## src/rtl/divider_processor_if.sv

```systemverilog
// Board-facing bundle for the divider: switch/button inputs and the register, hex and status outputs.
interface divider_processor_if #(parameter int WIDTH = 8);
  logic             run;
  logic             cleara_loadb;
  logic [WIDTH-1:0] s;
  logic [WIDTH-1:0] aval;
  logic [WIDTH-1:0] bval;
  logic [WIDTH-1:0] dval;
  logic [6:0]       AhexU;
  logic [6:0]       AhexL;
  logic [6:0]       BhexU;
  logic [6:0]       BhexL;
  logic             busy;
  logic             done;
  logic             dz;

  modport master (
    output run, cleara_loadb, s,
    input  aval, bval, dval, AhexU, AhexL, BhexU, BhexL, busy, done, dz
  );

  modport slave (
    input  run, cleara_loadb, s,
    output aval, bval, dval, AhexU, AhexL, BhexU, BhexL, busy, done, dz
  );
endinterface

```

## src/rtl/divider_processor.sv

```systemverilog
// Sequential unsigned restoring divider: quotient in B, remainder in A, divisor in D.
// One SHIFT/TEST pair per quotient bit; a new division needs run to drop and rise again.
module divider_processor #(
  parameter int WIDTH = 8
) (
  input  logic         clk,
  input  logic         reset,
  divider_processor_if.slave bus
);
  localparam int CW = (WIDTH > 1) ? $clog2(WIDTH) : 1;

  typedef enum logic [2:0] {IDLE, LOAD, SHIFT, TEST, HOLD} state_t;

  state_t           state_q, state_d;
  logic [WIDTH:0]   a9;
  logic [WIDTH-1:0] b;
  logic [WIDTH-1:0] d;
  logic [CW-1:0]    cnt;
  logic             dz;
  logic             busy_c;
  logic             done_c;
  logic [WIDTH+1:0] diff;

  // Extra headroom bit so a shifted A that exceeds WIDTH bits still compares correctly.
  assign diff = {1'b0, a9} - {2'b00, d};

  always_ff @(posedge clk) begin
    if (reset) state_q <= IDLE;
    else       state_q <= state_d;
  end

  always_comb begin
    state_d = state_q;
    busy_c  = 1'b0;
    done_c  = 1'b0;
    case (state_q)
      IDLE: if (bus.run) state_d = LOAD;
      LOAD: begin
        busy_c  = 1'b1;
        state_d = SHIFT;
      end
      SHIFT: begin
        busy_c  = 1'b1;
        state_d = TEST;
      end
      TEST: begin
        busy_c  = 1'b1;
        state_d = (cnt == CW'(WIDTH - 1)) ? HOLD : SHIFT;
      end
      HOLD: begin
        done_c = 1'b1;
        if (!bus.run) state_d = IDLE;
      end
      default: state_d = IDLE;
    endcase
  end

  always_ff @(posedge clk) begin
    if (reset) begin
      a9  <= '0;
      b   <= '0;
      d   <= '0;
      cnt <= '0;
      dz  <= 1'b0;
    end else begin
      case (state_q)
        IDLE: if (!bus.run && bus.cleara_loadb) begin
          a9 <= '0;
          d  <= bus.s;
          dz <= 1'b0;
        end
        LOAD: begin
          b   <= bus.s;
          a9  <= '0;
          cnt <= '0;
          dz  <= (d == '0);
        end
        SHIFT: begin
          a9 <= {a9[WIDTH-1:0], b[WIDTH-1]};
          b  <= {b[WIDTH-2:0], 1'b0};
        end
        TEST: begin
          if (!diff[WIDTH+1]) begin
            a9   <= diff[WIDTH:0];
            b[0] <= 1'b1;
          end
          cnt <= cnt + 1'b1;
        end
        default: ;
      endcase
    end
  end

  // Active-low seven-segment patterns, segment g in bit 6.
  function automatic logic [6:0] hex7(input logic [3:0] n);
    case (n)
      4'h0: hex7 = 7'b1000000;
      4'h1: hex7 = 7'b1111001;
      4'h2: hex7 = 7'b0100100;
      4'h3: hex7 = 7'b0110000;
      4'h4: hex7 = 7'b0011001;
      4'h5: hex7 = 7'b0010010;
      4'h6: hex7 = 7'b0000010;
      4'h7: hex7 = 7'b1111000;
      4'h8: hex7 = 7'b0000000;
      4'h9: hex7 = 7'b0010000;
      4'hA: hex7 = 7'b0001000;
      4'hB: hex7 = 7'b0000011;
      4'hC: hex7 = 7'b1000110;
      4'hD: hex7 = 7'b0100001;
      4'hE: hex7 = 7'b0000110;
      default: hex7 = 7'b0001110;
    endcase
  endfunction

  assign bus.aval  = a9[WIDTH-1:0];
  assign bus.bval  = b;
  assign bus.dval  = d;
  assign bus.AhexU = hex7(a9[7:4]);
  assign bus.AhexL = hex7(a9[3:0]);
  assign bus.BhexU = hex7(b[7:4]);
  assign bus.BhexL = hex7(b[3:0]);
  assign bus.busy  = busy_c;
  assign bus.done  = done_c;
  assign bus.dz    = dz;
endmodule

```

## src/flat_wrapper.sv

```systemverilog
// flat-port wrapper written by rule: the top's interface ports become plain ports
module divider_processor_flat 
#(
  parameter int WIDTH = 8
)
  (clk, reset, bus_run, bus_cleara_loadb, bus_s, bus_aval, bus_bval, bus_dval, bus_AhexU, bus_AhexL, bus_BhexU, bus_BhexL, bus_busy, bus_done, bus_dz);
  divider_processor_if #(.WIDTH(WIDTH)) bus_i ();
  input  logic clk;
  input  logic reset;
  input wire logic [$bits(bus_i.run)-1:0] bus_run;
  input wire logic [$bits(bus_i.cleara_loadb)-1:0] bus_cleara_loadb;
  input wire logic [$bits(bus_i.s)-1:0] bus_s;
  output wire logic [$bits(bus_i.aval)-1:0] bus_aval;
  output wire logic [$bits(bus_i.bval)-1:0] bus_bval;
  output wire logic [$bits(bus_i.dval)-1:0] bus_dval;
  output wire logic [$bits(bus_i.AhexU)-1:0] bus_AhexU;
  output wire logic [$bits(bus_i.AhexL)-1:0] bus_AhexL;
  output wire logic [$bits(bus_i.BhexU)-1:0] bus_BhexU;
  output wire logic [$bits(bus_i.BhexL)-1:0] bus_BhexL;
  output wire logic [$bits(bus_i.busy)-1:0] bus_busy;
  output wire logic [$bits(bus_i.done)-1:0] bus_done;
  output wire logic [$bits(bus_i.dz)-1:0] bus_dz;
  assign bus_i.run = bus_run;
  assign bus_i.cleara_loadb = bus_cleara_loadb;
  assign bus_i.s = bus_s;
  assign bus_aval = bus_i.aval;
  assign bus_bval = bus_i.bval;
  assign bus_dval = bus_i.dval;
  assign bus_AhexU = bus_i.AhexU;
  assign bus_AhexL = bus_i.AhexL;
  assign bus_BhexU = bus_i.BhexU;
  assign bus_BhexL = bus_i.BhexL;
  assign bus_busy = bus_i.busy;
  assign bus_done = bus_i.done;
  assign bus_dz = bus_i.dz;
  divider_processor #(.WIDTH(WIDTH)) u_core (.clk(clk), .reset(reset), .bus(bus_i));
endmodule
```

## config.mk

```make
export PLATFORM = sky130hd
export DESIGN_NAME = divider_processor_flat
export DESIGN_NICKNAME = d
export VERILOG_FILES = /design/src/rtl/divider_processor_if.sv /design/src/rtl/divider_processor.sv /design/src/flat_wrapper.sv
export SDC_FILE = /design/constraint.sdc
export NUM_CORES = 1
export LEC_CHECK = 0
export CAP_MARGIN = 30
export CORE_ASPECT_RATIO = 0.7
export CORE_UTILIZATION = 35
export DETAILED_ROUTE_END_ITERATION = 8
export DONT_BUFFER_PORTS = 1
export GPL_TIMING_DRIVEN = 1
export PLACE_DENSITY = 0.55
export SYNTH_ARGS = -nofsm -noshare
export SYNTH_HDL_FRONTEND = slang
export SYNTH_SLANG_ARGS = --single-unit
```

## constraint.sdc

```tcl
create_clock -name clk -period 3.3 [get_ports clk]
set_input_delay 0.66 -clock clk [delete_from_list [all_inputs] [get_ports clk]]
set_output_delay 0.66 -clock clk [all_outputs]
set_load 0.02 [all_outputs]
```

==> Word level (Yosys, flattened, before mapping) <==
Memories as Yosys holds them, arrays and structs flattened. A register that Yosys moved wholly into a read port is not among the register bits.
Cells that the tools add are included.
{ "word_totals": {"ff_bits": 32, "input_bits": 12, "mem_bits_ro": 448, "word_cells": 58, "mem_count": 4} }
{ "op_classes": {"reduce_logical": 15, "mux": 21, "add_sub_neg": 2, "n_eq_ne": 9} }
{ "memory_table": {"columns": ["memory", "depth", "width", "read_ports", "rd_clocked_by_memory_dff", "wr", "line_no", "source"], "rows": [
  ["(no name shown)", 16, 7, 1, 0, 0, "divider_processor.sv:96", "case (n)"],
  ["(no name shown)", 16, 7, 1, 1, 0, "divider_processor.sv:96", null],
  ["(no name shown)", 16, 7, 1, 1, 0, "divider_processor.sv:96", null],
  ["(no name shown)", 16, 7, 1, 1, 0, "divider_processor.sv:96", null]
]} }
{ "op_table": {"columns": ["operator", "n"], "rows": [
  ["$pmux W9 S4", 1],
  ["$mux W4", 6],
  ["$mux W9", 2],
  ["$pmux W3 S5", 1],
  ["$pmux W7 S2", 1],
  ["$sub A9 B8 Y10", 1],
  ["$mux W3", 3],
  ["$logic_not A8 Y1", 1],
  ["$reduce_and A2 Y1", 4],
  ["$eq A3 B2 Y1 const B", 2],
  ["$eq A3 B3 Y1 const B", 2],
  ["$ne A2 B2 Y1 const B", 3],
  ["$pmux W3 S2", 1],
  ["$reduce_bool A2 Y1", 3],
  ["$mux W1", 4],
  ["$reduce_bool A4 Y1", 1],
  ["$add A3 B1 Y3 const B", 1],
  ["$eq A3 B1 Y1 const B", 1],
  ["$logic_not A3 Y1", 1],
  ["$pmux W1 S3", 1],
  ["$reduce_and A3 Y1", 1],
  ["$reduce_bool A3 Y1", 1],
  ["$reduce_or A3 Y1", 1],
  ["$ne A2 B1 Y1 const B", 1],
  ["3 further kinds", 3]
]} }

==> Depth between registers and ports, before layout <==
Gate-level depths: netlist of run 1.
{ "depth": {"word_depth": 6, "mapped_depth": 15, "ltp_nobuf": 14} }

==> Worst setup path after synthesis of run 1 <==
OpenSTA, ideal clock, no wires.
{ "synth_timing": {"path_type": "register to register", "start": "register u_core.d[5], in the netlist u_core.bus.dval[5]", "end": "register u_core.bus.AhexU[3] (netlist name)", "n_path_buf": 1, "setup_ns": 0.123, "period_less_slack_ns": 3.062, "path_stages_with_launch": 14, "required_ns": 3.177, "arrival_time_ns": 2.939, "path_slack_ns": 0.238, "path_cell_list": "dfxtp_1 inv_1 ha_1 clkbuf_1 nand4b_1 a211oi_4 nor2_2 o31a_1 nor2_1 inv_1 ha_1 nor2b_1 a22o_1 a2bb2oi_1"} }
{ "synth_between": {"elab_chain_cells": 5, "elab_cells_between_ends": 7, "cone_classes": "1 x add/sub; 1 x eq/ne; 4 x mux; 1 x reduce/logical"} }
{ "synth_lines": {"columns": ["item", "line_no", "source"], "rows": [
  ["start, declared", "divider_processor.sv:17", "logic [WIDTH-1:0] d;"],
  ["start signal, assigned", "divider_processor.sv:69", "d <= bus.s;"],
  ["$sub A9 B8 Y10 (*)", "divider_processor.sv:25", "assign diff = {1'b0, a9} - {2'b00, d};"],
  ["$mux W9 / $ne A2 B2 Y1 (equally long branches)", null, null],
  ["$pmux W9 S4 / $reduce_and A3 Y1 (equally long branches)", null, null],
  ["$mux W4 (no source line) (*) (2 in a row)", null, null]
]} }
Every way passes the cells marked *; elsewhere a longest branch is shown, timed or not. The select of a mux whose other input is x is not followed.
A chain may end at the register's enable or synchronous reset.

==> Worst setup path after layout of run 1 <==
{ "layout_timing": {"start": "register u_core.d[6], in the netlist u_core.bus.dval[6]", "end": "register u_core.bus.AhexU[4] (netlist name)"} }
{ "layout_between": {"elab_chain_cells": 5, "elab_cells_between_ends": 7, "cone_classes": "1 x add/sub; 1 x eq/ne; 4 x mux; 1 x reduce/logical"} }
{ "layout_lines": {"columns": ["item", "line_no"], "rows": [
  ["$sub A9 B8 Y10 (*)", "divider_processor.sv:25"],
  ["$mux W9 / $ne A2 B2 Y1 (equally long branches)", null],
  ["$pmux W9 S4 / $reduce_and A3 Y1 (equally long branches)", null],
  ["$mux W4 (no source line) (*) (2 in a row)", null]
]} }
Marked as above.

==> results_dict.tcl, run 1 <==
set metrics [dict create \
    outcome "complete, no violations" \
    core_um2 9870 \
    vias_per_cell 5.44 \
    numCtsBuffers 5 \
    die_h_um 87.0 \
    die_x_um 123 \
    timing.hold.ws_ns 0.436 \
    hold_path.class "input pin to register" \
    numPortBuffers 0 \
    drc_errors 0 \
    min_period_ns 3.05 \
    dp_hpwl_um 7460 \
    synthTopCellsByArea "dfxtp_1 (29%), ha_1 (12%), mux2i_1 (8.3%)" \
    clockBufferDepth 2 \
    antenna_found_initial 0 \
    grt-ovfl-total 0 \
    cellLeakagePower_nw 1.65 \
    drt_pass1_iterations 4 \
    wl_per_cell_um 17.2 \
    grt_pass1_wl_um 15400 \
    reg2reg_from "u_core.bus.dval[6]" \
    hold_end "u_core.a9[5]" \
    drtIter0Drc 165 \
    period_share_pct 92.4 \
    max_slew.worst_pin.slew_ns 0.735 \
    path_clk_slew_ns 0.07 \
    syn_nets 472 \
    hold_viol_final 0 \
    synthDominantCellAreaShare_pct 29.3 \
    die_area_um2 10700 \
    first_global_vias 2907 \
    skew_ns 0.00555 \
    synthToLayoutAreaGrowth_pct 10.9 \
    cts-root-buf "clkbuf_16" \
    synth_cell_types 65 \
    wirelength_um 9720 \
    htreeDepth 2 \
    cap_violations 0 \
    crit_required_ns 3.54 \
    synth-main-ff-cell "dfxtp_1" \
    end_kind "register" \
    synth_area_leader_cell "dfxtp_1" \
    cp.arrival_ns 3.29 \
    cts_num_sinks 53 \
    path_max_fanout 8 \
    vdd_drop_max_v 0.000267 \
    start_util_pct 36.6 \
    postSynthCellCount 425 \
    syn_area_um2 3620 \
    ant_nets 0 \
    yosysSeqAreaShare_pct 29.3 \
    async_flop_share_pct 0 \
    synth-edff-count 0 \
    drive_above_1_share_pct 14.0 \
    io-pin-count 67 \
    crit_type "register to register" \
    num_antenna_cells 0 \
    rows 30 \
    power_density_nw_per_um2 470 \
    yosysWarnings 0 \
    rsz0062_at_grt "false" \
    holdCritStartpoint "reset" \
    cts_tree "built" \
    reg2reg_slack_ns 0.25 \
    slew-limit-headroom_pct 50.9 \
    min_delay_path_depth 1 \
    vias 3070 \
    r2r_cells 13 \
    nets 482 \
    grt.total_usage_pct 18.5 \
    avgSynthCellArea_um2 8.51 \
    finalSetupViolations 0 \
    drv_slew 0 \
    gp_congestion 0.899 \
    ys_seq_elements 53 \
    clk-insertion-delay-late_ns 0.29 \
    grt_max_degree 45 \
    crit_path_start_kind "register" \
    fmax_ghz 0.328 \
    r2r_end "u_core.bus.AhexU[4]" \
    finalSetupTns_ns 0 \
]
-- cells in the final DEF, fill, tap and decap left out, drive strengths merged, types with 3 or more instances in the layout --
master	Yosys	layout
nor2	52	52
nor3	5	5
dfxtp	53	53
nand3	14	14
a21o	8	8
ha	34	34
nand3b	5	5
or2	3	3
nand2b	8	8
and3	4	4
nand2	20	20
nor2b	4	4
or3	7	7
a2111oi	3	3
inv	28	28
nor4	4	4
a22oi	3	3
a22o	4	4
o22ai	7	7
a211o	3	3
o21a	5	5
o21ai	17	17
a211oi	8	8
mux2i	30	30
a31oi	4	4
a21oi	25	25
mux2	3	3
buf	19	33
o2bb2ai	3	3
clkbuf	11	7
nor3b	3	3
-- synth_stat cells (all sizes together) (2+ instances only) --
| library cell | number |
|---|---|
| inv | 28 |
| a22oi | 3 |
| a21boi | 2 |
| a211oi | 8 |
| nand3b | 5 |
| or2 | 3 |
| o21a | 5 |
| and3 | 4 |
| a2111oi | 3 |
| nand2b | 8 |
| nor2 | 52 |
| a21oi | 25 |
| ha | 34 |
| nor3b | 3 |
| nor2b | 4 |
| o21ai | 17 |
| nor3 | 5 |
| o22ai | 7 |
| clkbuf | 11 |
| nor4 | 4 |
| mux2i | 30 |
| a211o | 3 |
| or3b | 2 |
| or3 | 7 |
| buf | 19 |
| and2 | 2 |
| a2bb2oi | 2 |
| a31oi | 4 |
| o2bb2ai | 3 |
| a21o | 8 |
| nand2 | 20 |
| a32o | 2 |
| mux2 | 3 |
| a22o | 4 |
| xnor2 | 2 |
| nand3 | 14 |
| dfxtp | 53 |
-- cells by family (layout without fill, tap and decap cells) --
logic type | count (synthesis) | in the layout | share of synthesized area, %
simple gates | 136 | 136 | 18.9
mux | 34 | 34 | 9.86
buf+inv | 59 | 70 | 8.24
xor+xnor | 3 | 3 | 0.727
compound gates | 105 | 105 | 20.6
fa+ha+maj | 35 | 35 | 12.3
flops | 53 | 53 | 29.3
-- worst max-delay path by stage --
stage                  startpoint                   to  slack (ns)  depth (start not counted)
4_1_cts        u_core.bus.dval[6]  u_core.bus.AhexL[4]        0.19                         11
3_3_place_gp   u_core.bus.dval[6]  u_core.bus.AhexU[0]        0.30                         13
3_5_place_dp   u_core.bus.dval[6]  u_core.bus.AhexL[4]        0.22                         11
2_1_floorplan  u_core.bus.dval[5]  u_core.bus.AhexU[3]        0.24                         13
6_report       u_core.bus.dval[6]  u_core.bus.AhexU[4]        0.25                         13
5_1_grt        u_core.bus.dval[6]  u_core.bus.AhexU[0]        0.05                         12
-- flip-flops by register name, indices dropped and copies added, names as in the netlist --
name,flops
u_core.a9,9
u_core.bus.bval,8
u_core.bus.dval,8
u_core.bus.AhexL,7
u_core.bus.AhexU,7
u_core.bus.BhexU,7
u_core.cnt,3
u_core.state_q,3
u_core.bus.dz,1
-- metal layers --
layer / part of all wire (%) / vias to the layer above / GRT usage [%]
met5: 0 / - / 0
met4: 0.61 / 0 / 3.61
met3: 6.4 / 6 / 4.78
met2: 43 / 83 / 27.5
met1: 50 / 1455 / 26.8
li1: - / 1526 / -
-- critical path: stages (launching register included) --
cell and delay (ns):
dfxtp_1 0.33, inv_1 0.04, ha_1 0.31, a21o_1 0.22, a2111oi_4 0.43, or2_1 0.35
nand2_4 0.09, o22ai_1 0.23, nor2_1 0.13, inv_1 0.12, ha_1 0.25, nand3_1 0.09
mux2i_1 0.23, a32o_1 0.17
-- what timing repair did --
item                       4_1_cts  5_1_grt
hold buffers                     0        0
setup endpoints to repair        0        1
resized for setup                0        1
buffers inserted                 0        0
-- layout make-up --
class	count	area, um2
multi-input cells	313	2260
repair buffers	33	248
flip-flops and latches	53	1060
clock inverters	1	5.00
clock buffers	7	153
well taps	128	160
fillers	1004	5860
inverters	29	121
-- where the power goes --
group          total, mW  internal (mW)  switching [mW]
Clock              0.560          0.322           0.238
Combinational      0.549          0.217           0.332
Sequential         0.776          0.689          0.0861
-- metrics by stage --
| stage | std cells | power, mW | utilization [%] | worst slack, ns | area, um2 |
|---|---|---|---|---|---|
| final | 564 | 1.88 | 40.6 | 0.250 | 4010 |
| after global placement | 556 | 1.33 | 39.0 | 0.303 | 3850 |
| after floorplan | 425 | 1.21 | - | 0.238 | 3620 |
| after detailed placement | 556 | 1.33 | 39.0 | 0.217 | 3850 |
| after CTS | 564 | 1.89 | 40.6 | 0.189 | 4010 |
| after global routing | 564 | 1.98 | 40.6 | 0.0537 | 4010 |
(Power assumes the default switching activity.)
==> run 2, diff against run 1 <==
--- a/config.mk
+++ b/config.mk
@@ -11,7 +11,7 @@
 export DETAILED_ROUTE_END_ITERATION = 8
 export DONT_BUFFER_PORTS = 1
 export GPL_TIMING_DRIVEN = 1
-export PLACE_DENSITY = 0.55
+export PLACE_DENSITY_LB_ADDON = 0.25
 export SYNTH_ARGS = -nofsm -noshare
 export SYNTH_HDL_FRONTEND = slang
 export SYNTH_SLANG_ARGS = --single-unit
==> run 2 against run 1 <==
  * Combinational power increased by 3%
  * Clock skew grew 0.0013 ns
  * Global-route usage hardly changed
  * Critical endpoint is now u_core.bus.AhexU[5]
  * Sequential power about the same
  * Core utilization is 0.24 points higher
  * Largest cell class unchanged
==> results_dict.tcl, run 2 (synthesis gave the netlist of run 1 again) <==
set metrics [dict create \
    cp_slowest_cell "a2111oi_4" \
    grt-ovfl-total 0 \
    grt_pass1_wl_um 15300 \
    nets 483 \
    outcome "complete, no violations" \
    synthToLayoutAreaGrowth_pct 11.5 \
    min_period_ns 3.08 \
    rows 30 \
    cap_violations 0 \
    numCtsBuffers 5 \
    vias_per_cell 5.44 \
    num_antenna_cells 0 \
    drv_slew 0 \
    vias 3076 \
    rsz0062_at_grt "false" \
    core_um2 9870 \
    top_register "u_core.a9" \
    combPwrFrac_pct 28.9 \
    largest_reg_flops 9 \
    power_density_nw_per_um2 486 \
    period_share_pct 93.2 \
    crit_path_start_kind "register" \
    path_cells "inv_1 -> ha_1 -> a21o_1 -> a2111oi_4 -> nor2_2 -> o21ai_0 -> o22ai_1 -> nor2_1 -> inv_1 -> ha_1 -> mux2_2 -> a22o_1" \
    cts_tree "built" \
    wl_per_cell_um 16.8 \
    antenna_found_initial 0 \
    drive_above_1_share_pct 14.4 \
    path_delay_family "compound AO/OA/AOI/OAI gates" \
    io-pin-count 67 \
    skew_ns 0.00690 \
    final_util_pct 40.8 \
    drtIter0Drc 158 \
    gp_congestion 0.878 \
    mostFrequentLayoutCells "dfxtp_1 (53), nor2_1 (50), ha_1 (34), buf_4 (34), mux2i_1 (30)" \
    start_util_pct 36.6 \
    finalSetupTns_ns 0 \
    die_h_um 87.0 \
    hold_path.class "input pin to register" \
    cellLeakagePower_nw 1.66 \
    max_slew.worst_pin.slew_ns 0.717 \
    path_max_fanout 8 \
    power_frac_seq_pct 39.6 \
    cts-root-buf "clkbuf_16" \
    cts_num_sinks 53 \
    path_clk_slew_ns 0.08 \
    die_x_um 123 \
    hold_viol_final 0 \
    dp_hpwl_um 7260 \
    slew-limit-headroom_pct 52.1 \
    numPortBuffers 0 \
    htreeDepth 2 \
    clk-insertion-delay-late_ns 0.30 \
    p_sw_mw 0.679 \
    first_global_vias 2878 \
    crit_buf_inv 2 \
    wirelength_um 9480 \
    crit_required_ns 3.50 \
    fmax_ghz 0.325 \
    end_kind "register" \
    max_stage_delay_ns 0.44 \
    swShare_pct 34.7 \
    ant_nets 0 \
    final_area_um2 4030 \
    finalSetupViolations 0 \
    vdd_drop_max_v 0.000198 \
    drc_errors 0 \
    power.internal_mw 1.28 \
    pwr-share-clk_pct 31.5 \
    crit_type "register to register" \
    drt_pass1_iterations 5 \
    die_area_um2 10700 \
    cp.arrival_ns 3.27 \
    final_common_cell "dfxtp_1" \
    grt_max_degree 45 \
    clockBufferDepth 2 \
    grt.total_usage_pct 18.5 \
    dpl-instance-area_um2 3830 \
]
-- run 2: cell types whose count changed in the layout (fill, tap and decap cells not counted), sizes merged --
cell and delta:
clkbuf -2, buf +1, bufinv +1, clkinvlp +1
-- run 2: stage by stage --
step           total power, mW  worst slack [ns]  cells  hold WS [ns]
6_report                  1.96             0.224    565         0.420
5_1_grt                   2.05            0.0148    565         0.413
4_1_cts                   1.95             0.169    562         0.419
3_5_place_dp              1.33             0.187    554         0.447
3_3_place_gp              1.32             0.309    554         0.436
2_1_floorplan             1.21             0.238    425         0.436
-- run 2: worst paths after layout --
kind / start / end / slack (ns) / cells past startpoint
setup / recovery: u_core.bus.dval[6] / u_core.bus.AhexU[5] / 0.22 / 12
hold / removal: reset / u_core.a9[8] / 0.42 / 1
setup reg to reg: u_core.bus.dval[6] / u_core.bus.AhexU[5] / 0.22 / 12
hold reg to reg: u_core.cnt[1] / u_core.cnt[1] / 0.46 / 2
-- run 2: worst register-to-register path, stage by stage, from the launching register on --
cell and delay, ns:
dfxtp_1 0.33, inv_1 0.05, ha_1 0.30, a21o_1 0.22, a2111oi_4 0.44, nor2_2 0.15, o21ai_0 0.19, o22ai_1 0.13
nor2_1 0.27, inv_1 0.15, ha_1 0.29, mux2_2 0.28, a22o_1 0.19
-- run 2: repair_timing --
item / 4_1_cts / 5_1_grt
buffers inserted: 0 / 3
setup endpoints to repair: 0 / 5
resized for setup: 0 / 2
hold buffers: 0 / 0
endpoints found under the hold margin: 0 / 0
-- run 2: final cells by class --
cell class / instances / area, um2
inverter: 29 / 121
clock inverter: 3 / 46.3
fill: 989 / 5840
timing repair buffer: 34 / 255
multi-input combinational: 313 / 2260
tap: 128 / 160
sequential: 53 / 1060
clock buffer: 5 / 125
-- run 2: power groups by stage --
stage	logic, mW	clock network, mW	registers, mW
floorplan	0.430	0	0.782
global placement	0.530	0	0.792
detailed placement	0.539	0	0.792
CTS	0.545	0.630	0.777
global route	0.624	0.647	0.783
finish	0.566	0.616	0.775
-- run 2: layer usage --
metal / vias to the layer above / global-route usage [%] / part of all wire [%]
met4: 0 / 4.05 / 0.73
met5: - / 0 / 0
met3: 6 / 5.24 / 7.3
met1: 1471 / 25.9 / 50
li1: 1522 / - / -
met2: 77 / 28.0 / 42
==> run 3, diff against run 2 <==
--- a/config.mk
+++ b/config.mk
@@ -11,7 +11,6 @@
 export DETAILED_ROUTE_END_ITERATION = 8
 export DONT_BUFFER_PORTS = 1
 export GPL_TIMING_DRIVEN = 1
-export PLACE_DENSITY_LB_ADDON = 0.25
 export SYNTH_ARGS = -nofsm -noshare
 export SYNTH_HDL_FRONTEND = slang
 export SYNTH_SLANG_ARGS = --single-unit
==> run 3 against run 2 <==
  * Global-route usage decreased by 0.25 points
  * Setup slack got worse by 0.016 ns
  * Cell area decreased by 0.31%
  * Combinational power decreased by 4%
  * Via count decreased by 1.6%
  * Largest power group unchanged
==> results_dict.tcl, run 3 (synthesis gave the netlist of run 1 again) <==
set metrics [dict create \
    ant_nets 0 \
    finalSetupTns_ns 0 \
    cts_tree "built" \
    cp.arrival_ns 3.27 \
    die_area_um2 10700 \
    grt_pass1_wl_um 15300 \
    vias 3028 \
    drt_pass1_iterations 4 \
    drc_errors 0 \
    cap_violations 0 \
    numPortBuffers 0 \
    crit_type "register to register" \
    final_common_cell "dfxtp_1" \
    grt_max_degree 45 \
    largest_reg_flops 9 \
    power_mw 1.95 \
    rows 30 \
    io-pin-count 67 \
    gp_congestion 0.878 \
    hold_viol_final 0 \
    wirelength_um 9400 \
    die_x_um 123 \
    n_fill_cell 999 \
    crit_required_ns 3.48 \
    grt-ovfl-total 0 \
    first_global_vias 2904 \
    synthToLayoutAreaGrowth_pct 11.2 \
    skew_ns 0.00626 \
    crit_path_start_kind "register" \
    wl_per_cell_um 16.8 \
    min_period_ns 3.09 \
    drv_slew 0 \
    end_kind "register" \
    antenna_found_initial 0 \
    cts-root-buf "clkbuf_16" \
    mostFrequentLayoutCells "dfxtp_1 (52), nor2_1 (49), ha_1 (34), mux2i_1 (30), buf_4 (30)" \
    die_h_um 87.0 \
    top_register "u_core.a9" \
    vias_per_cell 5.40 \
    cellLeakagePower_nw 1.65 \
    rsz0062_at_grt "false" \
    slew-limit-headroom_pct 52.0 \
    clockBufferDepth 2 \
    power_density_nw_per_um2 484 \
    grt.total_usage_pct 18.2 \
    path_clk_slew_ns 0.07 \
    hold_buffers 0 \
    core_um2 9870 \
    outcome "complete, no violations" \
    regArea_um2 1060 \
    htreeDepth 2 \
    nets 479 \
    hold_path.class "input pin to register" \
    period_share_pct 93.7 \
    vdd_drop_max_v 0.000215 \
    cts_num_sinks 53 \
    fmax_ghz 0.323 \
    drive_above_1_share_pct 14.1 \
    clk-insertion-delay-late_ns 0.30 \
    finalSetupViolations 0 \
    drtIter0Drc 196 \
    path_max_fanout 8 \
    num_antenna_cells 0 \
    max_slew.worst_pin.slew_ns 0.713 \
    numCtsBuffers 5 \
    dp_hpwl_um 7210 \
    start_util_pct 36.6 \
    multiInputGateArea_um2 2270 \
]
==> run 3: cell types whose count changed in the layout (fill, tap and decap cells not counted), sizes merged <==
cell    delta
buf        -4
clkbuf     +1
clkinv     -1
==> run 3: cell type report <==
| type | instances | share of cell area [%] |
|---|---|---|
| Clock buffer | 6 | 3.45 |
| Clock inverter | 2 | 0.934 |
| Inverter | 29 | 3.02 |
| Multi-Input combinational cell | 313 | 56.6 |
| Sequential cell | 53 | 26.4 |
| Tap cell | 128 | 3.98 |
| Timing Repair Buffer | 30 | 5.60 |
==> run 3: stage by stage <==
stage,hold WS [ns],worst slack (ns),area [um2],instances,utilization (%)
2_1_floorplan,0.436,0.238,3620,425,-
3_3_place_gp,0.439,0.210,3820,553,38.7
3_5_place_dp,0.448,0.0587,3820,553,38.7
4_1_cts,0.424,0.0541,4000,561,40.5
5_1_grt,0.420,0.0326,4020,561,40.7
6_report,0.423,0.208,4020,561,40.7
==> run 3: path summary, 6_finish.rpt <==
check	from	to	slack (ns)	cells after the start
setup / recovery	u_core.bus.dval[3]	u_core.bus.AhexU[3]	0.21	13
hold / removal	reset	u_core.bus.BhexU[1]	0.42	1
setup reg to reg	u_core.bus.dval[3]	u_core.bus.AhexU[3]	0.21	13
hold reg to reg	u_core.cnt[1]	u_core.cnt[1]	0.46	2
==> run 3: critical path, stage by stage (launching register included) <==
cell,delay [ns]
dfxtp_2,0.43
inv_1,0.07
ha_1,0.37
nand2_1,0.07
a21o_1,0.23
a211oi_4,0.42
nor2_2,0.07
o31a_1,0.37
nor2_4,0.15
inv_1,0.11
ha_1,0.22
nor2b_1,0.14
a22o_1,0.20
a2bb2oi_1,0.12
==> run 3: per-layer routing <==
metal / vias up / wire length, um / GRT usage (%)
li1: 1517 / - / -
met1: 1435 / 4610 / 26.1
met2: 70 / 4080 / 27.6
met3: 6 / 653 / 4.84
met4: 0 / 53 / 3.29
met5: - / 0 / 0
==> run 3: what timing repair did <==
item,CTS,global route
buffers inserted,0,0
setup endpoints to repair,0,9
resized for setup,0,5
==> run 3: report_power, final <==
| part | total (mW) | internal [mW] | leakage (nW) | switching (mW) |
|---|---|---|---|---|
| sequential | 0.777 | 0.689 | 0.432 | 0.0872 |
| combinational | 0.546 | 0.216 | 1.13 | 0.330 |
| clock | 0.622 | 0.379 | 0.0831 | 0.243 |
